File: config.mk
export PLATFORM = sky130hd
export DESIGN_NAME = instr_mem_loader_flat
export DESIGN_NICKNAME = d
export VERILOG_FILES = /design/src/rtl/instr_mem_loader_if.sv /design/src/rtl/instr_mem_loader.sv /design/src/flat_wrapper.sv
export SDC_FILE = /design/constraint.sdc
export NUM_CORES = 1
export LEC_CHECK = 0
export BUFFER_PORTS_ARGS = -buffer_cell sky130_fd_sc_hd__buf_2
export CORE_MARGIN = 5
export CORE_UTILIZATION = 48
export CTS_CLUSTER_SIZE = 12
export DETAILED_ROUTE_END_ITERATION = 10
export PLACE_DENSITY = 0.77
export SYNTH_ARGS = -nofsm -noshare
export SYNTH_HDL_FRONTEND = slang
export SYNTH_SLANG_ARGS = --single-unit
File: constraint.sdc
create_clock -name clk -period 1.7 [get_ports clk]
set_input_delay 0.085 -clock clk [delete_from_list [all_inputs] [get_ports clk]]
set_output_delay 0.085 -clock clk [all_outputs]
set_load 0.02 [all_outputs]
File: src/rtl/instr_mem_loader_if.sv
`default_nettype none
// ============================================================================
// Module      : instr_mem_loader_if
// Description : Word-stream, memory write bus and status bundle for the
//               instruction memory loader.
// Revision    : 1.0 - initial release
// ============================================================================
interface instr_mem_loader_if #(
  parameter int ADDR_W = 8,
  parameter int CNT_W  = 7
);
  logic              start;
  logic [ADDR_W-1:0] base_addr;
  logic [31:0]       word_in;
  logic              word_valid;
  logic              word_last;
  logic              word_ready;
  logic              mem_we;
  logic [ADDR_W-1:0] mem_addr;
  logic [7:0]        mem_wdata;
  logic              busy;
  logic [CNT_W-1:0]  words_loaded;
  logic              load_done;
  logic              overflow;

  modport master (
    output start, base_addr, word_in, word_valid, word_last,
    input  word_ready, mem_we, mem_addr, mem_wdata,
    input  busy, words_loaded, load_done, overflow
  );

  modport slave (
    input  start, base_addr, word_in, word_valid, word_last,
    output word_ready, mem_we, mem_addr, mem_wdata,
    output busy, words_loaded, load_done, overflow
  );
endinterface
`default_nettype wire

File: src/rtl/instr_mem_loader.sv
`default_nettype none
// ============================================================================
// Module      : instr_mem_loader
// Description : Splits 32-bit instruction words into four big-endian byte
//               writes to a byte-wide instruction memory.
// Revision    : 1.0 - initial release
// ============================================================================
module instr_mem_loader #(
  parameter int ADDR_W    = 8,
  parameter int MAX_WORDS = 64,
  parameter int CNT_W     = 7
) (
  input wire                  clk,
  input wire                  reset_n,
  instr_mem_loader_if.slave   bus
);

  typedef enum logic [1:0] {
    S_IDLE   = 2'd0,
    S_ACCEPT = 2'd1,
    S_WRITE  = 2'd2,
    S_DONE   = 2'd3
  } state_t;

  localparam logic [ADDR_W-1:0] c_word_step = ADDR_W'(4);
  localparam logic [ADDR_W-1:0] c_align     = ~ADDR_W'(3);
  localparam logic [CNT_W-1:0]  c_max_words = CNT_W'(MAX_WORDS);

  state_t            r_state,     w_state;
  logic [ADDR_W-1:0] r_word_addr, w_word_addr;
  logic [31:0]       r_word,      w_word;
  logic              r_last,      w_last;
  logic [1:0]        r_byte_idx,  w_byte_idx;
  logic [CNT_W-1:0]  r_cnt,       w_cnt;
  logic              r_ovf,       w_ovf;
  logic              r_ready,     w_ready;
  logic              r_we,        w_we;
  logic [ADDR_W-1:0] r_addr,      w_addr;
  logic [7:0]        r_wdata,     w_wdata;
  logic              r_busy,      w_busy;
  logic              r_done,      w_done;
  logic [CNT_W-1:0]  w_cnt_inc;

  assign w_cnt_inc = r_cnt + 1'b1;

  always_ff @(posedge clk or negedge reset_n) begin
    if (!reset_n) begin
      r_state     <= S_IDLE;
      r_word_addr <= '0;
      r_word      <= '0;
      r_last      <= 1'b0;
      r_byte_idx  <= 2'd0;
      r_cnt       <= '0;
      r_ovf       <= 1'b0;
      r_ready     <= 1'b0;
      r_we        <= 1'b0;
      r_addr      <= '0;
      r_wdata     <= '0;
      r_busy      <= 1'b0;
      r_done      <= 1'b0;
    end else begin
      r_state     <= w_state;
      r_word_addr <= w_word_addr;
      r_word      <= w_word;
      r_last      <= w_last;
      r_byte_idx  <= w_byte_idx;
      r_cnt       <= w_cnt;
      r_ovf       <= w_ovf;
      r_ready     <= w_ready;
      r_we        <= w_we;
      r_addr      <= w_addr;
      r_wdata     <= w_wdata;
      r_busy      <= w_busy;
      r_done      <= w_done;
    end
  end

  always_comb begin
    w_state     = r_state;
    w_word_addr = r_word_addr;
    w_word      = r_word;
    w_last      = r_last;
    w_byte_idx  = r_byte_idx;
    w_cnt       = r_cnt;
    w_ovf       = r_ovf;

    case (r_state)
      S_IDLE: begin
        if (bus.start) begin
          w_word_addr = bus.base_addr & c_align;
          w_cnt       = '0;
          w_ovf       = 1'b0;
          w_state     = S_ACCEPT;
        end
      end
      S_ACCEPT: begin
        if (bus.word_valid && r_ready) begin
          w_word     = bus.word_in;
          w_last     = bus.word_last;
          w_byte_idx = 2'd0;
          w_state    = S_WRITE;
        end
      end
      S_WRITE: begin
        if (r_byte_idx == 2'd3) begin
          w_byte_idx  = 2'd0;
          w_word_addr = r_word_addr + c_word_step;
          w_cnt       = w_cnt_inc;
          if (r_last || (w_cnt_inc == c_max_words)) begin
            w_state = S_DONE;
            // Running out of room without a final word is the only error case.
            if (!r_last) begin
              w_ovf = 1'b1;
            end
          end else begin
            w_state = S_ACCEPT;
          end
        end else begin
          w_byte_idx = r_byte_idx + 2'd1;
        end
      end
      S_DONE:  w_state = S_IDLE;
      default: w_state = S_IDLE;
    endcase

    // Outputs are registered from the next state so they line up with it.
    w_ready = (w_state == S_ACCEPT);
    w_we    = (w_state == S_WRITE);
    w_busy  = (w_state != S_IDLE);
    w_done  = (w_state == S_DONE);
    w_addr  = {w_word_addr[ADDR_W-1:2], w_byte_idx};

    case (w_byte_idx)
      2'd0:    w_wdata = w_word[31:24];
      2'd1:    w_wdata = w_word[23:16];
      2'd2:    w_wdata = w_word[15:8];
      default: w_wdata = w_word[7:0];
    endcase
  end

  assign bus.word_ready   = r_ready;
  assign bus.mem_we       = r_we;
  assign bus.mem_addr     = r_addr;
  assign bus.mem_wdata    = r_wdata;
  assign bus.busy         = r_busy;
  assign bus.words_loaded = r_cnt;
  assign bus.load_done    = r_done;
  assign bus.overflow     = r_ovf;

endmodule
`default_nettype wire

File: src/flat_wrapper.sv
// flat-port wrapper written by rule: the top's interface ports become plain ports
module instr_mem_loader_flat 
#(
  parameter int ADDR_W    = 8,
  parameter int MAX_WORDS = 64,
  parameter int CNT_W     = 7
)
  (clk, reset_n, bus_start, bus_base_addr, bus_word_in, bus_word_valid, bus_word_last, bus_word_ready, bus_mem_we, bus_mem_addr, bus_mem_wdata, bus_busy, bus_words_loaded, bus_load_done, bus_overflow);
  instr_mem_loader_if #(.ADDR_W(ADDR_W), .CNT_W(CNT_W)) bus_i ();
  input wire clk;
  input wire reset_n;
  input wire logic [$bits(bus_i.start)-1:0] bus_start;
  input wire logic [$bits(bus_i.base_addr)-1:0] bus_base_addr;
  input wire logic [$bits(bus_i.word_in)-1:0] bus_word_in;
  input wire logic [$bits(bus_i.word_valid)-1:0] bus_word_valid;
  input wire logic [$bits(bus_i.word_last)-1:0] bus_word_last;
  output wire logic [$bits(bus_i.word_ready)-1:0] bus_word_ready;
  output wire logic [$bits(bus_i.mem_we)-1:0] bus_mem_we;
  output wire logic [$bits(bus_i.mem_addr)-1:0] bus_mem_addr;
  output wire logic [$bits(bus_i.mem_wdata)-1:0] bus_mem_wdata;
  output wire logic [$bits(bus_i.busy)-1:0] bus_busy;
  output wire logic [$bits(bus_i.words_loaded)-1:0] bus_words_loaded;
  output wire logic [$bits(bus_i.load_done)-1:0] bus_load_done;
  output wire logic [$bits(bus_i.overflow)-1:0] bus_overflow;
  assign bus_i.start = bus_start;
  assign bus_i.base_addr = bus_base_addr;
  assign bus_i.word_in = bus_word_in;
  assign bus_i.word_valid = bus_word_valid;
  assign bus_i.word_last = bus_word_last;
  assign bus_word_ready = bus_i.word_ready;
  assign bus_mem_we = bus_i.mem_we;
  assign bus_mem_addr = bus_i.mem_addr;
  assign bus_mem_wdata = bus_i.mem_wdata;
  assign bus_busy = bus_i.busy;
  assign bus_words_loaded = bus_i.words_loaded;
  assign bus_load_done = bus_i.load_done;
  assign bus_overflow = bus_i.overflow;
  instr_mem_loader #(.ADDR_W(ADDR_W), .MAX_WORDS(MAX_WORDS), .CNT_W(CNT_W)) u_core (.clk(clk), .reset_n(reset_n), .bus(bus_i));
endmodule
==> impl_metrics.csv, run 1 <==
group,metric,value,unit
logic_synthesis,yosys_warnings,0,
setup_path,crit_required,1.92,ns
min_path,min_path_cells,3,
setup_path,worst-r2r-cell-count,7,
floorplanning,rows,28,
placement,port_buffers,70,
finish,area_growth,44.46,%
floorplanning,fp.coreArea,5991,sq um
routing,vias_per_cell,5.266,
global_routing,gr-usage-all-layers,0.1996,
setup_path,rrSetupSlack,-0.05,ns
finish,fin_cells,443,
global_routing,grt_pass1_wl,11940,um
finish,final_util,0.7214,
logic_synthesis,synthCells,232,
sta,final_hold_viol_count,0,
setup_path,arrival,1.97,ns
sta,rsz0062_at_grt,"yes",
setup_path,criticalPathCategory,"reg2reg",
sta,slew_headroom,0.7531,
finish,fillers,407,
logic_synthesis,ys_seq_area_frac,0.5270,
sta,setup_tns,-0.3022,ns
clocking,clk_root_buffer_cell,"clkbuf_8",
floorplanning,pin_count,73,
pwr,total_power,7.628,mW
pwr,cellPowerDensity,1765,nW/um^2
floorplanning,initial_utilization,0.4994,
routing,dr_wl_met2,3832,um
logic_synthesis,synth_flop_cell,"dfrtp_1",
sta,worstMarginPinSlew,0.3704,ns
routing,wl_met1,3002,um
finish,final_nets,414,
finish,final_area,4322,sq um
sta,slew_viol_final,0,
routing,vias,2333,
pwr,ir_worst_vdd,1062,uV
logic_synthesis,ys_seq_elements,63,
routing,drt_iter0_markers,75,
logic_synthesis,ys_types,45,
finish,diodes,0,
routing,routed.top_layer,"met4",
clocking,clk_pin_slew,0.07,ns
outcome,status,"finished with violations",
placement,dp_cells,392,
sta,hold-worst-slack,0.003691,ns
clocking,clk_latency,0.34,ns
outcome,violations,"setup timing",
setup_path,r2r-end,"u_core.bus.mem_wdata[1]$_DFF_PN0_",
floorplanning,die-area,7911,sq um
clocking,htreeDepth,3,
clocking,cts_max_path_buffers,2,
setup_path,r2r-start,"u_core.r_state[0]$_DFF_PN0_",
setup_path,crit_fanout,16,
finish,drive_above_1_share,0.4592,
logic_synthesis,synth_top_cell_area_share,0.5270,
placement,gp_congestion,0.8276,
pwr,p_leak,2.093,nW
clocking,clock-sinks,63,
setup_path,worst_setup_path_start_kind,"flip-flop",
setup_path,cp-end-kind,"flip-flop",
sta,fin_skew,0.01091,ns
logic_synthesis,synth_edf_count,0,
routing,firstDrtPassIters,4,
placement,postPlaceCellArea,3631,sq um
global_routing,grt_max_degree,34,
min_path,hp-start,"bus_base_addr[3]",
clocking,cts_tree,"yes",
routing,avgRoutedWirePerCell,16.65,um
routing,drt_wl_total,7375,um
logic_synthesis,postSynthAreaPerCell,12.89,sq um
logic_synthesis,syn_nets,283,
routing,dr_wl_met3,444,um
global_routing,grt_pass1_vias,2424,
clocking,cts_buffers,9,
sta,fmax,572.2,MHz
job,maxCapViolCount,0,
logic_synthesis,synth_top_cell_by_area,"dfrtp_1",
placement,preCtsSetupSlack,-0.09814,ns
logic_synthesis,synthArstFlopShare,1.000,
routing,drc,0,
min_path,hold_path.class,"in2reg",
sta,min_period_over_period,1.028,
logic_synthesis,syn-cell-area,2992,sq um
routing,drtAntennaViolNets,0,
floorplanning,die_h,88.95,um
logic_synthesis,yosys-top-cells-area,"dfrtp_1 (53%), mux2_2 (11%), mux2i_1 (8.7%)",
sta,min_period,1.748,ns
global_routing,grt_overflow,0,
sta,finalSetupViolations,9,
placement,dp_hpwl,4738,um
sta,postLayoutSetupSlackWorst,-0.04754,ns
global_routing,antenna_found_initial,0,
floorplanning,die_x,88.95,um
==> registers in the layout, summed over array words and instances, names as in the netlist, named ones only <==
| name | count |
|---|---|
| u_core.r_word | 32 |
| u_core.bus.mem_wdata | 8 |
| u_core.bus.words_loaded | 7 |
| u_core.r_state | 2 |
| u_core.bus.busy | 1 |
| u_core.bus.load_done | 1 |
| u_core.bus.mem_addr | 1 |
| u_core.bus.mem_we | 1 |
| u_core.bus.overflow | 1 |
| u_core.bus.word_ready | 1 |
| u_core.r_byte_idx | 1 |
| u_core.r_last | 1 |
==> critical path, cell delays in order, from the launching register on <==
cell	delay, ns
dfrtp_1	0.40
buf_4	0.16
ha_4	0.17
nand3_4	0.09
clkbuf_16	0.20
mux2_2	0.36
mux2i_1	0.15
mux2i_1	0.09
==> worst max-delay path by stage <==
stage               cells past startpoint                        start                           endpoint  slack, ns
floorplan                               7  u_core.r_state[1]$_DFF_PN0_  u_core.bus.mem_wdata[6]$_DFF_PN0_      0.007
global placement                        7  u_core.r_state[0]$_DFF_PN0_    u_core.bus.overflow$_DFFE_PN0P_      -0.01
detailed placement                      7  u_core.r_state[1]$_DFF_PN0_  u_core.bus.mem_wdata[5]$_DFF_PN0_       -0.1
CTS                                     7  u_core.r_state[1]$_DFF_PN0_  u_core.bus.mem_wdata[5]$_DFF_PN0_     -0.002
global route                            7  u_core.r_state[0]$_DFF_PN0_  u_core.bus.mem_wdata[3]$_DFF_PN0_      -0.12
finish                                  7  u_core.r_state[0]$_DFF_PN0_  u_core.bus.mem_wdata[1]$_DFF_PN0_      -0.05
==> final cells by class <==
| cell class | instances | area, sq um | area share |
|---|---|---|---|
| Multi-Input combinational cell | 152 | 1423 | 0.3292 |
| Clock inverter | 6 | 115.1 | 0.02664 |
| Inverter | 6 | 22.52 | 0.005211 |
| Clock buffer | 10 | 137.6 | 0.03185 |
| Tap cell | 75 | 93.84 | 0.02171 |
| Sequential cell | 63 | 1579 | 0.3654 |
| Timing Repair Buffer | 131 | 950.9 | 0.2200 |
==> power by group <==
| part | total, mW | switching (mW) | internal, mW |
|---|---|---|---|
| logic | 3.54 | 1.77 | 1.76 |
| clock network | 1.63 | 0.610 | 1.02 |
| registers | 2.46 | 0.306 | 2.16 |
==> cell usage in the layout, fill, tap and decap left out, drive strengths merged, types with 6 or more instances in the layout <==
cell / Yosys / layout
o21ai: 6 / 6
nand3: 8 / 8
a21oi: 8 / 8
dlygate4sd3: 0 / 30
clkbuf: 2 / 11
dfrtp: 63 / 63
mux2i: 26 / 26
inv: 6 / 7
ha: 6 / 6
mux2: 38 / 38
buf: 9 / 100
nand2: 10 / 10
==> cell usage after synthesis (3+ instances only) <==
library cell / number
nand4_1: 5
mux2_2: 28
a22o_1: 3
inv_1: 5
ha_1: 6
and3b_1: 3
mux2_1: 10
mux2i_1: 26
a21oi_1: 8
dfrtp_1: 63
nand2_1: 10
buf_2: 7
and3_1: 4
a22oi_1: 4
nand3_1: 7
o21ai_0: 5
xnor2_1: 3
xor2_1: 4
==> per-layer routing <==
| metal | track usage | vias up |
|---|---|---|
| met1 | 0.2493 | 1146 |
| met3 | 0.06267 | 11 |
| met4 | 0.05683 | 0 |
| met5 | 0 | - |
| met2 | 0.3354 | 56 |
| li1 | - | 1120 |
==> logic make-up (layout without fill, tap and decap cells) <==
family / count (synthesis) / count (layout) / synth area share
muxes: 64 / 64 / 0.2300
xor gates and xnor gates: 7 / 7 / 0.02049
AOI/OAI and AO/OA: 36 / 36 / 0.09118
adders and majority gates: 6 / 6 / 0.02509
and+or+nand+nor: 39 / 39 / 0.07696
buffers and inverters: 17 / 153 / 0.02928
DFF: 63 / 63 / 0.5270
==> what timing repair did <==
action	4_1_cts	5_1_grt
setup buffers	3	1
gates resized for setup	6	12
endpoints found under the hold margin	39	1
hold buffers	29	1
gates cloned	0	1
pin swaps	0	3
endpoints found under the setup margin	11	15
Note: power is estimated with default switching activity, not from simulation.
==> run 2, diff against run 1 <==
Settings changed: CORE_UTILIZATION 48 to 50, CTS_BUF_LIST set to sky130_fd_sc_hd__clkbuf_4 sky130_fd_sc_hd__clkbuf_8, PLACE_DENSITY 0.77 to 0.79.
==> run 2 against run 1 <==
  * The flow still finishes with violations (setup timing)
  * Worst hold slack gained 0.0090 ns
  * Fmax shrank 3.7%
  * First-iteration DRC count grew 63%
  * Sequential share of layout area grew 0.99 points
  * Utilization shrank 0.65 points
  * Critical path type unchanged
  * Largest cell class unchanged
  * Largest power group unchanged
==> impl_metrics.csv, run 2 (same netlist as run 1, synthesis figures left out) <==
group,metric,value,unit
floorplanning,die_h,87.35,um
global_routing,grt_pass1_wl,11330,um
sta,min_period_over_period,1.067,
setup_path,cp_slowest_cell,"dfrtp_1",
floorplanning,initial_utilization,0.5083,
min_path,hp-start,"bus_word_in[19]",
floorplanning,pin_count,73,
finish,drive_above_1_share,0.4615,
global_routing,gr-usage-all-layers,0.1939,
finish,multi_input_area,1406,sq um
floorplanning,fp.coreArea,5886,sq um
clocking,cts_tree,"yes",
sta,fin_skew,0.006239,ns
outcome,violations,"setup timing",
placement,gp_congestion,0.8157,
sta,slew_headroom,0.7639,
finish,layout_commonest_cell,"buf_2",
global_routing,antenna_found_initial,0,
min_path,hold_path.class,"in2reg",
finish,diodes,0,
clocking,clk_latency,0.33,ns
setup_path,cp_cell_sequence,"inv_2 -> ha_2 -> a21bo_2 -> buf_4 -> o2bb2ai_4 -> buf_12 -> mux2i_1 -> mux2i_1",
pwr,total_power,7.195,mW
pwr,cellPowerDensity,1710,nW/um^2
placement,dp_hpwl,4502,um
placement,postPlaceCellArea,3588,sq um
setup_path,crit_fanout,17,
setup_path,cpMostUsedCell,"mux2i_1",
global_routing,grt_pass1_vias,2428,
floorplanning,die_x,87.35,um
clocking,clk_pin_slew,0.07,ns
finish,fillers,400,
sta,fmax,551.2,MHz
global_routing,grt_overflow,0,
sta,finalSetupViolations,9,
routing,vias_per_cell,5.371,
setup_path,rrSetupSlack,-0.11,ns
finish,final_area,4208,sq um
finish,largest_reg_flops,32,
finish,area_growth,40.65,%
sta,rsz0062_at_grt,"yes",
setup_path,crit_required,1.90,ns
sta,postLayoutSetupSlackWorst,-0.1142,ns
clocking,cts_max_path_buffers,2,
outcome,status,"finished with violations",
setup_path,worst_setup_path_start_kind,"flip-flop",
finish,final_util,0.7149,
finish,regArea,1579,sq um
clocking,cts_buffers,9,
routing,drc,0,
setup_path,cp-end-kind,"flip-flop",
pwr,p_leak,2.035,nW
floorplanning,die-area,7630,sq um
finish,top_register,"u_core.r_word",
routing,vias,2358,
clocking,clock-sinks,63,
sta,worstMarginPinSlew,0.3542,ns
routing,drt_wl_total,7037,um
sta,min_period,1.814,ns
finish,most-common-layout-cells,"buf_2 (70), dfrtp_1 (61), mux2_2 (28), dlygate4sd3_1 (28), mux2i_1 (25)",
finish,final_nets,410,
routing,drt_iter0_markers,122,
placement,port_buffers,70,
job,maxCapViolCount,0,
routing,drtAntennaViolNets,0,
floorplanning,rows,28,
setup_path,startpoint,"u_core.r_state[1]$_DFF_PN0_",
routing,firstDrtPassIters,5,
pwr,ir_worst_vdd,1062,uV
clocking,htreeDepth,3,
placement,preCtsSetupSlack,-0.1214,ns
global_routing,grt_max_degree,64,
sta,final_hold_viol_count,0,
setup_path,arrival,2.02,ns
clocking,clk_root_buffer_cell,"clkbuf_8",
sta,slew_viol_final,0,
setup_path,r2r-start,"u_core.r_state[1]$_DFF_PN0_",
routing,avgRoutedWirePerCell,16.03,um
setup_path,criticalPathCategory,"reg2reg",
setup_path,slowest_delay,0.41,ns
[run 2: cell types whose count changed in the layout (fill, tap and decap cells not counted), moves of 2 or more]
cell           previous run  this run
buf_6                     0         3
ha_2                      0         2
buf_4                    26        22
nand3_2                   0         2
dlygate4sd3_1            30        28
clkinv_2                  0         2
bufinv_16                 3         1
[run 2: where the power goes]
part / switching, mW / internal [mW]
registers: 0.303 / 2.16
clock network: 0.594 / 0.678
logic: 1.73 / 1.73
total: 2.63 / 4.57
[run 2: worst max-delay path, delay by kind of cell, from the launching register on]
kind,cells,cell delay (ns)
AO/OA/AOI/OAI,2,0.38
adder cells (fa/ha/maj),1,0.20
buffers and inverters,3,0.39
flip-flops,1,0.41
multiplexers,2,0.29
[run 2: worst paths after layout]
path	end	depth (start not counted)
setup / recovery	u_core.bus.mem_wdata[3]$_DFF_PN0_	8
hold / removal	u_core.r_word[19]$_DFF_PN0_	2
setup reg to reg	u_core.bus.mem_wdata[3]$_DFF_PN0_	8
hold reg to reg	u_core.bus.overflow$_DFFE_PN0P_	1
max in group asynchronous	u_core.bus.mem_addr[1]$_DFF_PN0_	3
min in group asynchronous	async pin	3
[run 2: layout make-up]
class,count,area share
clock buffer,9,0.02944
clock inverter,7,0.01725
inverter,6,0.006542
multi-input combinational,152,0.3342
sequential,63,0.3753
tap,75,0.02230
timing repair buffer,127,0.2150
[run 2: metrics by stage]
stage,hold slack (ns),instances,TNS (ns)
2_1_floorplan,-0.2106,232,0
3_3_place_gp,0.1201,388,-0.3070
3_5_place_dp,0.1230,388,-1.074
4_1_cts,0.0009472,436,-0.7168
5_1_grt,0.001315,439,-1.451
6_report,0.01272,439,-0.6805
[run 2: routing by layer]
layer / GRT usage / vias to the layer above / part of all wire
met4: 0.07392 / 0 / 0.013
met3: 0.06244 / 11 / 0.070
met2: 0.3253 / 76 / 0.51
met1: 0.2310 / 1163 / 0.40
li1: - / 1108 / -
met5: 0 / - / 0
[run 2: repair_timing]
item                                   in CTS  in global routing
setup endpoints to repair                  13                 17
gates resized for setup                     6                 17
setup buffers                               5                  2
pin swaps                                   6                 11
endpoints found under the hold margin      89                  1
cloned                                      0                  0
hold buffers                               27                  1
